<file path="src/rtl/apb_req_master_pkg.sv">
// Shared types and constants for the APB request master: FSM state encoding,
// the registered response record and the data returned on a timed-out access.
package apb_req_master_pkg;

    typedef enum logic [1:0] {
        IDLE   = 2'd0,
        SETUP  = 2'd1,
        ACCESS = 2'd2
    } state_t;

    typedef struct packed {
        logic [31:0] rdata;
        logic        err;
    } resp_t;

    localparam logic [31:0] TIMEOUT_RDATA = 32'h0;

endpackage

</file>
<file path="src/rtl/apb_req_timeout_cnt.sv">
// ACCESS-phase watchdog for apb_req_master (built only with
// APB_REQ_MASTER_TIMEOUT_EN). Counts stalled ACCESS cycles and flags the cycle
// on which the stall count reaches LIMIT.
module apb_req_timeout_cnt #(
    parameter int LIMIT = 255
) (
    input  logic HCLK,
    input  logic HRESETn,
    input  logic clear,
    input  logic count_en,
    output logic expired
);

    localparam int CNT_W = $clog2(LIMIT + 1);

    logic [CNT_W-1:0] cnt_q;

    // Stall counter: restarts for every transfer, advances on each stalled ACCESS cycle.
    always_ff @(posedge HCLK or negedge HRESETn) begin
        if (!HRESETn) begin
            cnt_q <= '0;
        end else if (clear) begin
            cnt_q <= '0;
        end else if (count_en) begin
            cnt_q <= cnt_q + CNT_W'(1);
        end
    end

    // The stalled cycle that would bring the count to LIMIT is the abort cycle.
    assign expired = count_en && (cnt_q == CNT_W'(LIMIT - 1));

endmodule

</file>
<file path="src/rtl/apb_req_master.sv">
// Core request/grant/rvalid to APB3 master bridge, one transfer in flight.
// Optional ACCESS timeout is enabled by defining APB_REQ_MASTER_TIMEOUT_EN.
module apb_req_master
    import apb_req_master_pkg::*;
#(
    parameter int APB_ADDR_WIDTH = 12,
    parameter int TIMEOUT_CYCLES = 255
) (
    input  logic                      HCLK,
    input  logic                      HRESETn,
    input  logic                      req_i,
    input  logic [31:0]               addr_i,
    input  logic                      we_i,
    input  logic [31:0]               wdata_i,
    output logic                      gnt_o,
    output logic                      rvalid_o,
    output logic [31:0]               rdata_o,
    output logic                      err_o,
    output logic [APB_ADDR_WIDTH-1:0] PADDR,
    output logic [31:0]               PWDATA,
    output logic                      PWRITE,
    output logic                      PSEL,
    output logic                      PENABLE,
    input  logic [31:0]               PRDATA,
    input  logic                      PREADY,
    input  logic                      PSLVERR
);

    state_t                    state_q, state_d;
    logic [APB_ADDR_WIDTH-1:0] addr_q;
    logic                      we_q;
    logic [31:0]               wdata_q;
    resp_t                     resp_q, resp_d;
    logic                      rvalid_q, rvalid_d;
    logic                      accept;
    logic                      in_access;
    logic                      done;
    logic                      timeout_hit;
    logic                      unused_addr;

    assign accept    = req_i && (state_q == IDLE);
    assign in_access = (state_q == ACCESS);
    assign done      = in_access && PREADY;

    // Only the low address bits reach the APB bus.
    assign unused_addr = ^addr_i[31:APB_ADDR_WIDTH];

`ifdef APB_REQ_MASTER_TIMEOUT_EN
    apb_req_timeout_cnt #(
        .LIMIT (TIMEOUT_CYCLES)
    ) u_timeout (
        .HCLK     (HCLK),
        .HRESETn  (HRESETn),
        .clear    (state_q == SETUP),
        .count_en (in_access && !PREADY),
        .expired  (timeout_hit)
    );
`else
    logic unused_timeout;

    assign timeout_hit    = 1'b0;
    assign unused_timeout = ^TIMEOUT_CYCLES;
`endif

    // FSM state register; async reset drops PSEL/PENABLE immediately.
    // NOTE: sequential state uses non-blocking assignments so every register
    // samples pre-edge values regardless of block ordering.
    always_ff @(posedge HCLK or negedge HRESETn) begin
        if (!HRESETn) begin
            state_q <= IDLE;
        end else begin
            state_q <= state_d;
        end
    end

    // Next-state logic: one transfer at a time, ACCESS held until PREADY or timeout.
    // NOTE: the default assignment at the top keeps this block free of latches.
    always_comb begin
        state_d = state_q;
        case (state_q)
            IDLE:    if (req_i) state_d = SETUP;
            SETUP:   state_d = ACCESS;
            ACCESS:  if (PREADY || timeout_hit) state_d = IDLE;
            default: state_d = IDLE;
        endcase
    end

    // Capture the request on acceptance; read transfers carry zero write data.
    always_ff @(posedge HCLK or negedge HRESETn) begin
        if (!HRESETn) begin
            addr_q  <= '0;
            we_q    <= 1'b0;
            wdata_q <= '0;
        end else if (accept) begin
            addr_q  <= addr_i[APB_ADDR_WIDTH-1:0];
            we_q    <= we_i;
            wdata_q <= we_i ? wdata_i : 32'h0;
        end
    end

    // Response selection: normal completion beats timeout, zeros otherwise.
    always_comb begin
        resp_d   = '0;
        rvalid_d = 1'b0;
        if (done) begin
            rvalid_d     = 1'b1;
            resp_d.rdata = we_q ? 32'h0 : PRDATA;
            resp_d.err   = PSLVERR;
        end else if (timeout_hit) begin
            rvalid_d     = 1'b1;
            resp_d.rdata = TIMEOUT_RDATA;
            resp_d.err   = 1'b1;
        end
    end

    // One-cycle response pulse landing in the first IDLE cycle after completion.
    always_ff @(posedge HCLK or negedge HRESETn) begin
        if (!HRESETn) begin
            rvalid_q <= 1'b0;
            resp_q   <= '0;
        end else begin
            rvalid_q <= rvalid_d;
            resp_q   <= resp_d;
        end
    end

    assign gnt_o    = accept;
    assign rvalid_o = rvalid_q;
    assign rdata_o  = resp_q.rdata;
    assign err_o    = resp_q.err;
    assign PSEL     = (state_q != IDLE);
    assign PENABLE  = in_access;
    assign PADDR    = addr_q;
    assign PWRITE   = we_q;
    assign PWDATA   = wdata_q;

endmodule

</file>
<file path="config.mk">
export PLATFORM = sky130hd
export DESIGN_NAME = apb_req_master
export DESIGN_NICKNAME = d
export VERILOG_FILES = /design/src/rtl/apb_req_master_pkg.sv /design/src/rtl/apb_req_timeout_cnt.sv /design/src/rtl/apb_req_master.sv
export SDC_FILE = /design/constraint.sdc
export NUM_CORES = 1
export LEC_CHECK = 0
export CAP_MARGIN = 5
export CELL_PAD_IN_SITES_DETAIL_PLACEMENT = 1
export CELL_PAD_IN_SITES_GLOBAL_PLACEMENT = 2
export CORE_ASPECT_RATIO = 0.7
export CORE_MARGIN = 5
export CORE_UTILIZATION = 24
export DETAILED_ROUTE_END_ITERATION = 12
export GPL_ROUTABILITY_DRIVEN = 0
export PLACE_DENSITY_LB_ADDON = 0.1
export SYNTH_ARGS = -nofsm -noshare
export SYNTH_HDL_FRONTEND = slang
export SYNTH_SLANG_ARGS = --single-unit
</file>
<file path="constraint.sdc">
create_clock -name HCLK -period 3.55 [get_ports HCLK]
set_clock_uncertainty 0.1 [all_clocks]
set_input_delay 0.355 -clock HCLK [delete_from_list [all_inputs] [get_ports HCLK]]
set_output_delay 0.355 -clock HCLK [all_outputs]
set_load 0.01 [all_outputs]
</file>
==> run metrics, run 1 <==
relative slew slack 29.1%; Max VDD drop 216 uV; cts bufs inserted 9; synthesized area 3130 sq um; CTS-repair resized insts 0; Seq pwr share 37.0%; GR Layer Usage met2 16.4%; R2R depth 3; hold buffers post-CTS 0; Area Overhead vs Synth 65.7%; CP delay by family, top buffers and inverters; All-Layer GR Usage 12.0%; Tcrit/Tclk final 58.5%; initial antenna violation count 0; status finished, final reports clean; io pins 184; postcts setup bufs 0; post-synthesis register bit count 81; # fillers 1346; Cell Chain, Critical Path and2b_1 > clkdlybuf4s50_1; actual slew at the worst max-slew pin 1.06 ns; power density cells 723 nW/um^2; Worst-Skew Late Latency 0.33 ns; leak pwr 0.00232 uW; Vias per Instance 4.03; FF-to-FF setup slack 1.54 ns; Setup crit end kind output port; Root Driver clkbuf_16; Core Area 12600 sq um; Row Count 34; Top Usage Layer GRT met2; CP max-delay cell clkdlybuf4s50_1; Pins Over Slew Limit 0; Final Hold Viols 0; GR Layer Usage met1 14.1%; largest net degree at the start of global routing 82; CP Launch Type flop; number of antenna diodes 0; initial core utilization 24.9%; synth warn 0; Die Area 15500 sq um; Internal 2640 uW; drt total wl 9.06 mm; Setup TNS Final 0 ns; Comb power frac 38.1%; CTS tree done; type of the worst setup path reg -> out; Synth top area share 64.7%; met3 GRT Util 9.52%; Seq/Total Area, Yosys 64.7%; Net Sw Frac 29.6%; CP max FO 6; FF/Latch Area 2030 sq um; mean post-synth cell area 12.9 sq um; Clock Power Share 25.0%; vias in the first global route 2611; Post-Place Worst Slack 1.15 ns; clk slew on worst S/H paths 0.06 ns; PnR worst setup slack 1.47 ns; CP required 3.09 ns; Fmax 482 MHz; Synth Instances 243; area taken by multi-input logic gates 895 sq um; maxcap violations 0; Worst R2R Start state_q[0]; CP arrival 1.62 ns; Final #Nets 509; Max Buffers Root-to-Sink 2; worst hold path type in -> async; vias 2316; wire per inst 15.8 um; Bufs and invs on worst path 1; Unique masters post-synth 18; Die Wd 147 um; DRC viols 0; syn nets 345; minimum clock period after layout 2.08 ns; Die Ht 106 um; clk sinks 81; endpoints failing setup 0; hpwl dp 6.33 mm; Yosys top cell by area dfrtp_1; first-pass iteration count of the detailed router 4; DRT iter0 DRCs 43; post-route ant nets 0; net switching power 1110 uW; PortBufs 163; RSZ-0062 raised after global routing false; worst stage delay on the critical path 0.55 ns; first-pass GRT wire length 14.3 mm; Synth area leaders dfrtp_1 65%, mux2i_1 11%, and2_1 6.6%; layout cells sized above 1 8.01%; reg2reg end PADDR[3]; number of H-tree levels 3; total grt overflow 0
## layer usage
layer | vias up | share of wire (%)
met1 | 1115 | 42
li1 | 1076 | -
met2 | 114 | 40
met3 | 11 | 16
met4 | 0 | 1.5
met5 | - | 0
## stage by stage
| stage | cells | utilization [%] | instance area (sq um) | power [uW] | hold slack, ns |
|---|---|---|---|---|---|
| CTS | 574 | 41.2 | 5190 | 3830 | 0.156 |
| finish | 574 | 41.2 | 5190 | 3750 | 0.101 |
| global route | 574 | 41.2 | 5190 | 3980 | 0.207 |
| global placement | 558 | 38.8 | 4890 | 2830 | 0.389 |
| floorplan | 243 | - | 3130 | 2010 | -0.0406 |
| detailed placement | 558 | 38.8 | 4890 | 2860 | 0.397 |
## final cells by class
type,count,area share [%]
clock inverters,5,1.06
inverters,32,2.32
flip-flops and latches,81,39.1
well taps,162,3.91
repair buffers,165,31.7
multi-input cells,118,17.2
clock buffers,11,4.68
## worst reg2reg max path, cell delays in order (launching register included)
cell and delay, ns:
dfrtp_1 0.46, nor3b_4 0.23, buf_4 0.66, mux2_2 0.45
## power groups by stage
stage               logic (uW)  registers, uW  clock network (uW)
floorplan                  482           1530                   0
global route              1540           1430                1010
detailed placement        1460           1400                   0
finish                    1430           1390                 936
CTS                       1460           1390                 975
global placement          1440           1390                   0
## logic make-up (layout without fill, tap and decap cells)
group | count (synthesis) | in the layout | share of synthesized area (%)
buffers and inverters | 44 | 213 | 6.87
AND/OR/NAND/NOR | 72 | 72 | 12.3
multiplexers | 46 | 46 | 16.1
flip-flops | 81 | 81 | 64.7
## synth_stat cells
library cell,instances
dfrtp_1,81
and2_1,33
mux2i_1,33
inv_1,32
nand2_1,32
mux2_4,7
mux2_2,6
buf_6,4
clkbuf_1,4
clkbuf_2,3
and2b_1,1
and3_1,1
and4bb_1,1
buf_12,1
nand2b_1,1
nor3b_1,1
nor3b_2,1
or2_2,1
## state kept, by name, indices dropped and copies added (netlist names)
signal    flops
PADDR        12
rvalid_o      1
state_q       2
PWDATA       32
err_o         1
PWRITE        1
rdata_o      32
## worst max path at each step
stage,start,to,slack [ns],cells past startpoint
final,state_q[0],PENABLE,1.47,2
after global routing,state_q[0],gnt_o,1.41,2
after CTS,state_q[0],gnt_o,1.46,2
after detailed placement,req_i,PADDR[3],1.15,4
after global placement,req_i,PADDR[3],1.20,4
after floorplan,state_q[0],PADDR[10],2.12,4
## cell usage in the layout, fill, tap and decap left out, drive strengths merged
master         netlist  layout
and2                33      33
and2b                1       1
and3                 1       1
and4bb               1       1
buf                  5       3
bufinv               0       1
clkbuf               7      11
clkdlybuf4s50        0     162
clkinv               0       2
clkinvlp             0       2
dfrtp               81      81
inv                 32      32
mux2                13      13
mux2i               33      33
nand2               32      32
nand2b               1       1
nor3b                2       2
or2                  1       1
No activity file was read; power rests on OpenSTA's default activity.
==> run 2, diff against run 1 <==
Settings changed: CORE_UTILIZATION 24 to 20.
Clock period 3.55 ns to 1.8 ns, I/O delays scaled along.
==> run metrics, run 2 (synthesis gave the netlist of run 1 again) <==
clk slew on worst S/H paths 0.06 ns (about the same); DRT iter0 DRCs 56 (+30%); Area Overhead vs Synth 71.9%; drt total wl 9.38 mm (+3.5%); # fillers 1696 (+26%); io pins 184 (unchanged); Die Ht 115 um (+8.6%); GR Layer Usage met1 12.8% (-1.2 points); Final #Nets 517 (+1.6%); Final Hold Viols 0 (unchanged); RSZ-0062 raised after global routing false; DP Area 5050 sq um (+3.3%); maxcap violations 0 (unchanged); reg2reg end PWDATA[17]; largest net degree at the start of global routing 43 (-48%); Row Count 38 (+12%); relative slew slack 71.8% (+43 points); Root Driver clkbuf_16; endpoints failing setup 0 (unchanged); first-pass iteration count of the detailed router 4 (unchanged); met3 GRT Util 8.06% (-1.5 points); layout cells sized above 1 10.0% (+2.0 points); DRC viols 0 (unchanged); Setup crit end kind output port; GR Layer Usage met2 14.3% (-2.0 points); Max Buffers Root-to-Sink 2 (unchanged); leak pwr 0.00240 uW (+3.4%); FF-to-FF setup slack 0.17 ns (-1.37 ns); initial antenna violation count 0 (unchanged); Tcrit/Tclk final 91.8%; Worst-Skew Late Latency 0.33 ns (about the same); leading cell type in the layout, fill and taps excluded clkdlybuf4s50_1; vias in the first global route 2578 (-1.3%); hpwl dp 6.79 mm (+7.2%); CP Launch Type flop; number of H-tree levels 3 (unchanged); PortBufs 163 (unchanged); CP arrival 1.37 ns (-0.25 ns); CP max FO 6 (unchanged); post-route ant nets 0 (unchanged); Max VDD drop 446 uV (+110%); All-Layer GR Usage 10.5% (-1.5 points); Vias per Instance 3.73 (-7.6%); cts bufs inserted 9 (unchanged); R2R depth 4 (+1); CP required 1.52 ns (-1.57 ns); Worst Setup EP PSEL; Die Area 18300 sq um (+18%); Placed Cells 603 (+8.1%); clk sinks 81 (unchanged); Worst Setup SP state_q[0]; Worst R2R Start state_q[0]; number of antenna diodes 0 (unchanged); Final Cell Area 5380 sq um (+3.7%); postcts setup bufs 0 (unchanged); wire per inst 15.1 um (-4.2%); Top Usage Layer GRT met2; Util after Layout 34.9% (-6.3 points); vias 2311 (-0.22%); Pins Over Slew Limit 0 (unchanged); non-filler cells, final 620 (+8.0%); type of the worst setup path reg -> out; initial core utilization 20.3% (-4.5 points); Die Wd 160 um (+8.9%); worst hold path type in -> async; minimum clock period after layout 1.65 ns; power density cells 1410 nW/um^2 (+95%); status finished, final reports clean; first-pass GRT wire length 14.8 mm (+3.0%); total grt overflow 0 (unchanged); Fmax 605 MHz; commonest cells after routing, fill and taps aside 159 x clkdlybuf4s50_1, 79 x dfrtp_1, 33 x and2_1, 33 x mux2i_1; CTS tree done; actual slew at the worst max-slew pin 0.423 ns (-0.640 ns); Core Area 15400 sq um (+22%); worst hold slack 0.225 ns (+0.124 ns)
==> run 2: cell count changes in the layout (fill, tap and decap cells not counted) <==
cell | before | now
dlygate4sd2_1 | 0 | 3
inv_6 | 0 | 1
clkbuf_8 | 1 | 0
buf_4 | 3 | 5
clkinv_2 | 2 | 1
clkinv_4 | 0 | 2
dfrtp_1 | 81 | 79
clkdlybuf4s50_1 | 162 | 159
bufinv_16 | 1 | 2
buf_12 | 0 | 5
dfrtp_2 | 0 | 2
clkinvlp_4 | 2 | 0
dlygate4sd3_1 | 0 | 1
==> run 2: what timing repair did <==
item | in CTS | in global routing
hold buffers | 1 | 0
gates resized for setup | 5 | 0
endpoints found under the setup margin | 3 | 0
endpoints found under the hold margin | 28 | 0
==> run 2: report_power, final <==
part	internal, uW	total [uW]	switching, uW
clock network	1220	1970	751
logic	1750	2880	1130
registers	2420	2740	325
total	5390	7600	2210
==> run 2: through the flow <==
step	setup WS [ns]	TNS [ns]	total power, uW
5_1_grt	0.0576	0	8100
3_5_place_dp	-0.0473	-0.0686	5740
6_report	0.147	0	7600
2_1_floorplan	0.371	0	3970
4_1_cts	0.113	0	7800
3_3_place_gp	0.0270	0	5710
==> run 2: worst min-delay path by stage <==
stage / startpoint / endpoint / cells after the start
4_1_cts: HRESETn / PWDATA[22] / 2
6_report: HRESETn / PWDATA[22] / 2
2_1_floorplan: HRESETn / PADDR[0] / 0
3_3_place_gp: HRESETn / PWDATA[22] / 1
5_1_grt: HRESETn / PWDATA[22] / 2
3_5_place_dp: HRESETn / PWDATA[23] / 1
==> run 2: worst max-delay path: stages (launching register included) <==
cell	delay [ns]
dfrtp_2	0.46
or2_2	0.30
dlygate4sd2_1	0.29
==> run 2: per-layer routing <==
| layer | vias up | part of all wire (%) |
|---|---|---|
| met5 | - | 0 |
| met3 | 8 | 16 |
| met2 | 107 | 40 |
| met4 | 0 | 0.91 |
| li1 | 1090 | - |
| met1 | 1106 | 43 |
==> run 2: cell type report <==
class,count,area [sq um],share of cell area (%)
inverters,32,120,2.23
clock buffers,10,229,4.26
flip-flops and latches,81,2030,37.7
multi-input cells,118,895,16.6
clock inverters,6,91.3,1.70
repair buffers,173,1770,32.8
well taps,200,250,4.65
==> run 3, diff against run 2 <==
Settings changed: CELL_PAD_IN_SITES_GLOBAL_PLACEMENT 2 to 1, CORE_UTILIZATION 20 to 25, CTS_CLUSTER_DIAMETER set to 120, GPL_ROUTABILITY_DRIVEN 0 to 1.
==> run metrics, run 3 (synthesis gave the netlist of run 1 again) <==
R2R depth 4 (unchanged); DP Area 5000 sq um (-0.99%); FF-to-FF setup slack 0.19 ns (+0.02 ns); Die Ht 104 um (-9.6%); clk slew on worst S/H paths 0.06 ns (about the same); CP Launch Type flop; leak pwr 0.00241 uW (+0.19%); Fmax 602 MHz (-0.53%); Final #Nets 520 (+0.58%); PnR worst setup slack 0.138 ns (-0.00889 ns); maxcap violations 0 (unchanged); total grt overflow 0 (unchanged); endpoints failing setup 0 (unchanged); reg2reg end PWDATA[12]; vias in the first global route 2689 (+4.3%); layout cells sized above 1 10.6% (+0.64 points); cts bufs inserted 9 (unchanged); hpwl dp 6.76 mm (-0.44%); CP required 1.52 ns (about the same); post-route ant nets 0 (unchanged); Worst-Skew Late Latency 0.33 ns (about the same); Final Hold Viols 0 (unchanged); final RePlAce weighted congestion 0.687; All-Layer GR Usage 12.5% (+2.1 points); DRC viols 0 (unchanged); actual slew at the worst max-slew pin 0.464 ns (+0.0404 ns); status finished, final reports clean; relative slew slack 69.1% (-2.7 points); first-pass iteration count of the detailed router 4 (unchanged); Row Count 34 (-11%); Vias per Instance 4.08 (+9.5%); DRT iter0 DRCs 49 (-13%); largest net degree at the start of global routing 34 (-21%); number of antenna diodes 0 (unchanged); initial antenna violation count 0 (unchanged); Setup crit end kind output port; worst hold slack 0.234 ns (+0.00843 ns); Die Wd 144 um (-9.9%); commonest cells after routing, fill and taps aside 159 x clkdlybuf4s50_1, 79 x dfrtp_1, 33 x and2_1, 33 x mux2i_1; Max VDD drop 646 uV (+45%); Die Area 14900 sq um (-19%); power density cells 1430 nW/um^2 (+1.1%); first-pass GRT wire length 14.4 mm (-2.3%); minimum clock period after layout 1.66 ns (+0.00889 ns); vias 2388 (+3.3%); initial core utilization 25.4% (+5.1 points); postcts setup bufs 0 (unchanged); drt total wl 8.98 mm (-4.2%); PortBufs 163 (unchanged); Core Area 12300 sq um (-20%); RSZ-0062 raised after global routing false; io pins 184 (unchanged); total power 7620 uW (+0.37%); Pins Over Slew Limit 0 (unchanged); clk sinks 81 (unchanged); CP arrival 1.38 ns (about the same); number of H-tree levels 3 (unchanged); CP max FO 6 (unchanged); CTS tree done; Final Cell Area 5340 sq um (-0.72%); Setup TNS Final 0 ns (unchanged); Worst R2R Start state_q[0]; Area Overhead vs Synth 70.6%; Max Buffers Root-to-Sink 2 (unchanged); Tcrit/Tclk final 92.3% (+0.49 points); type of the worst setup path reg -> out; wire per inst 15.4 um (+1.5%); leading cell type in the layout, fill and taps excluded clkdlybuf4s50_1; Root Driver clkbuf_16; worst hold path type in -> async; Post-Place Worst Slack -0.0662 ns (-0.0190 ns)
run 3: cell types whose count changed in the layout (fill, tap and decap cells not counted), sizes merged:
cell / previous run / this run
buf: 10 / 13
clkinv: 3 / 0
clkbuf: 10 / 12
clkinvlp: 0 / 2
inv: 33 / 32
run 3: critical path, stage by stage, from the launching register on:
cell and delay [ns]:
dfrtp_2 0.45, or2_2 0.31, dlygate4sd2_1 0.29
run 3: worst max-delay path by stage:
stage                from    endpoint  slack, ns
2_1_floorplan  state_q[0]   PADDR[10]       0.37
6_report       state_q[0]        PSEL       0.14
3_5_place_dp        req_i  PWDATA[12]      -0.07
3_3_place_gp        req_i   PWDATA[7]      -0.05
5_1_grt        state_q[0]  PWDATA[26]       0.06
4_1_cts        state_q[0]        PSEL       0.11
run 3: power by group:
group          internal (uW)  leakage [uW]  switching (uW)
logic                   1740       0.00119            1130
registers               2420       0.00106             329
clock network           1290      0.000155             721
run 3: cell type report:
| class | instances | area [sq um] |
|---|---|---|
| flip-flops and latches | 81 | 2030 |
| multi-input cells | 118 | 895 |
| repair buffers | 176 | 1760 |
| clock buffers | 12 | 256 |
| clock inverters | 4 | 75.1 |
| inverters | 32 | 120 |
| well taps | 162 | 203 |
| fillers | 1328 | 7000 |
run 3: stage by stage:
| step | util, % | instances |
|---|---|---|
| finish | 43.3 | 585 |
| global route | 43.3 | 585 |
| CTS | 43.3 | 585 |
| detailed placement | 40.5 | 568 |
| global placement | 40.5 | 568 |
| floorplan | - | 243 |
run 3: layer usage:
metal	global-route usage [%]	vias to the layer above	routed length [um]
li1	-	1102	-
met1	14.7	1157	3710
met2	17.8	114	3730
met3	9.03	15	1390
met4	4.30	0	159
met5	0	-	0
run 3: what timing repair did:
action / 4_1_cts / 5_1_grt
hold buffers: 1 / 0
gates resized for setup: 5 / 0
setup endpoints to repair: 3 / 0
endpoints found under the hold margin: 30 / 0
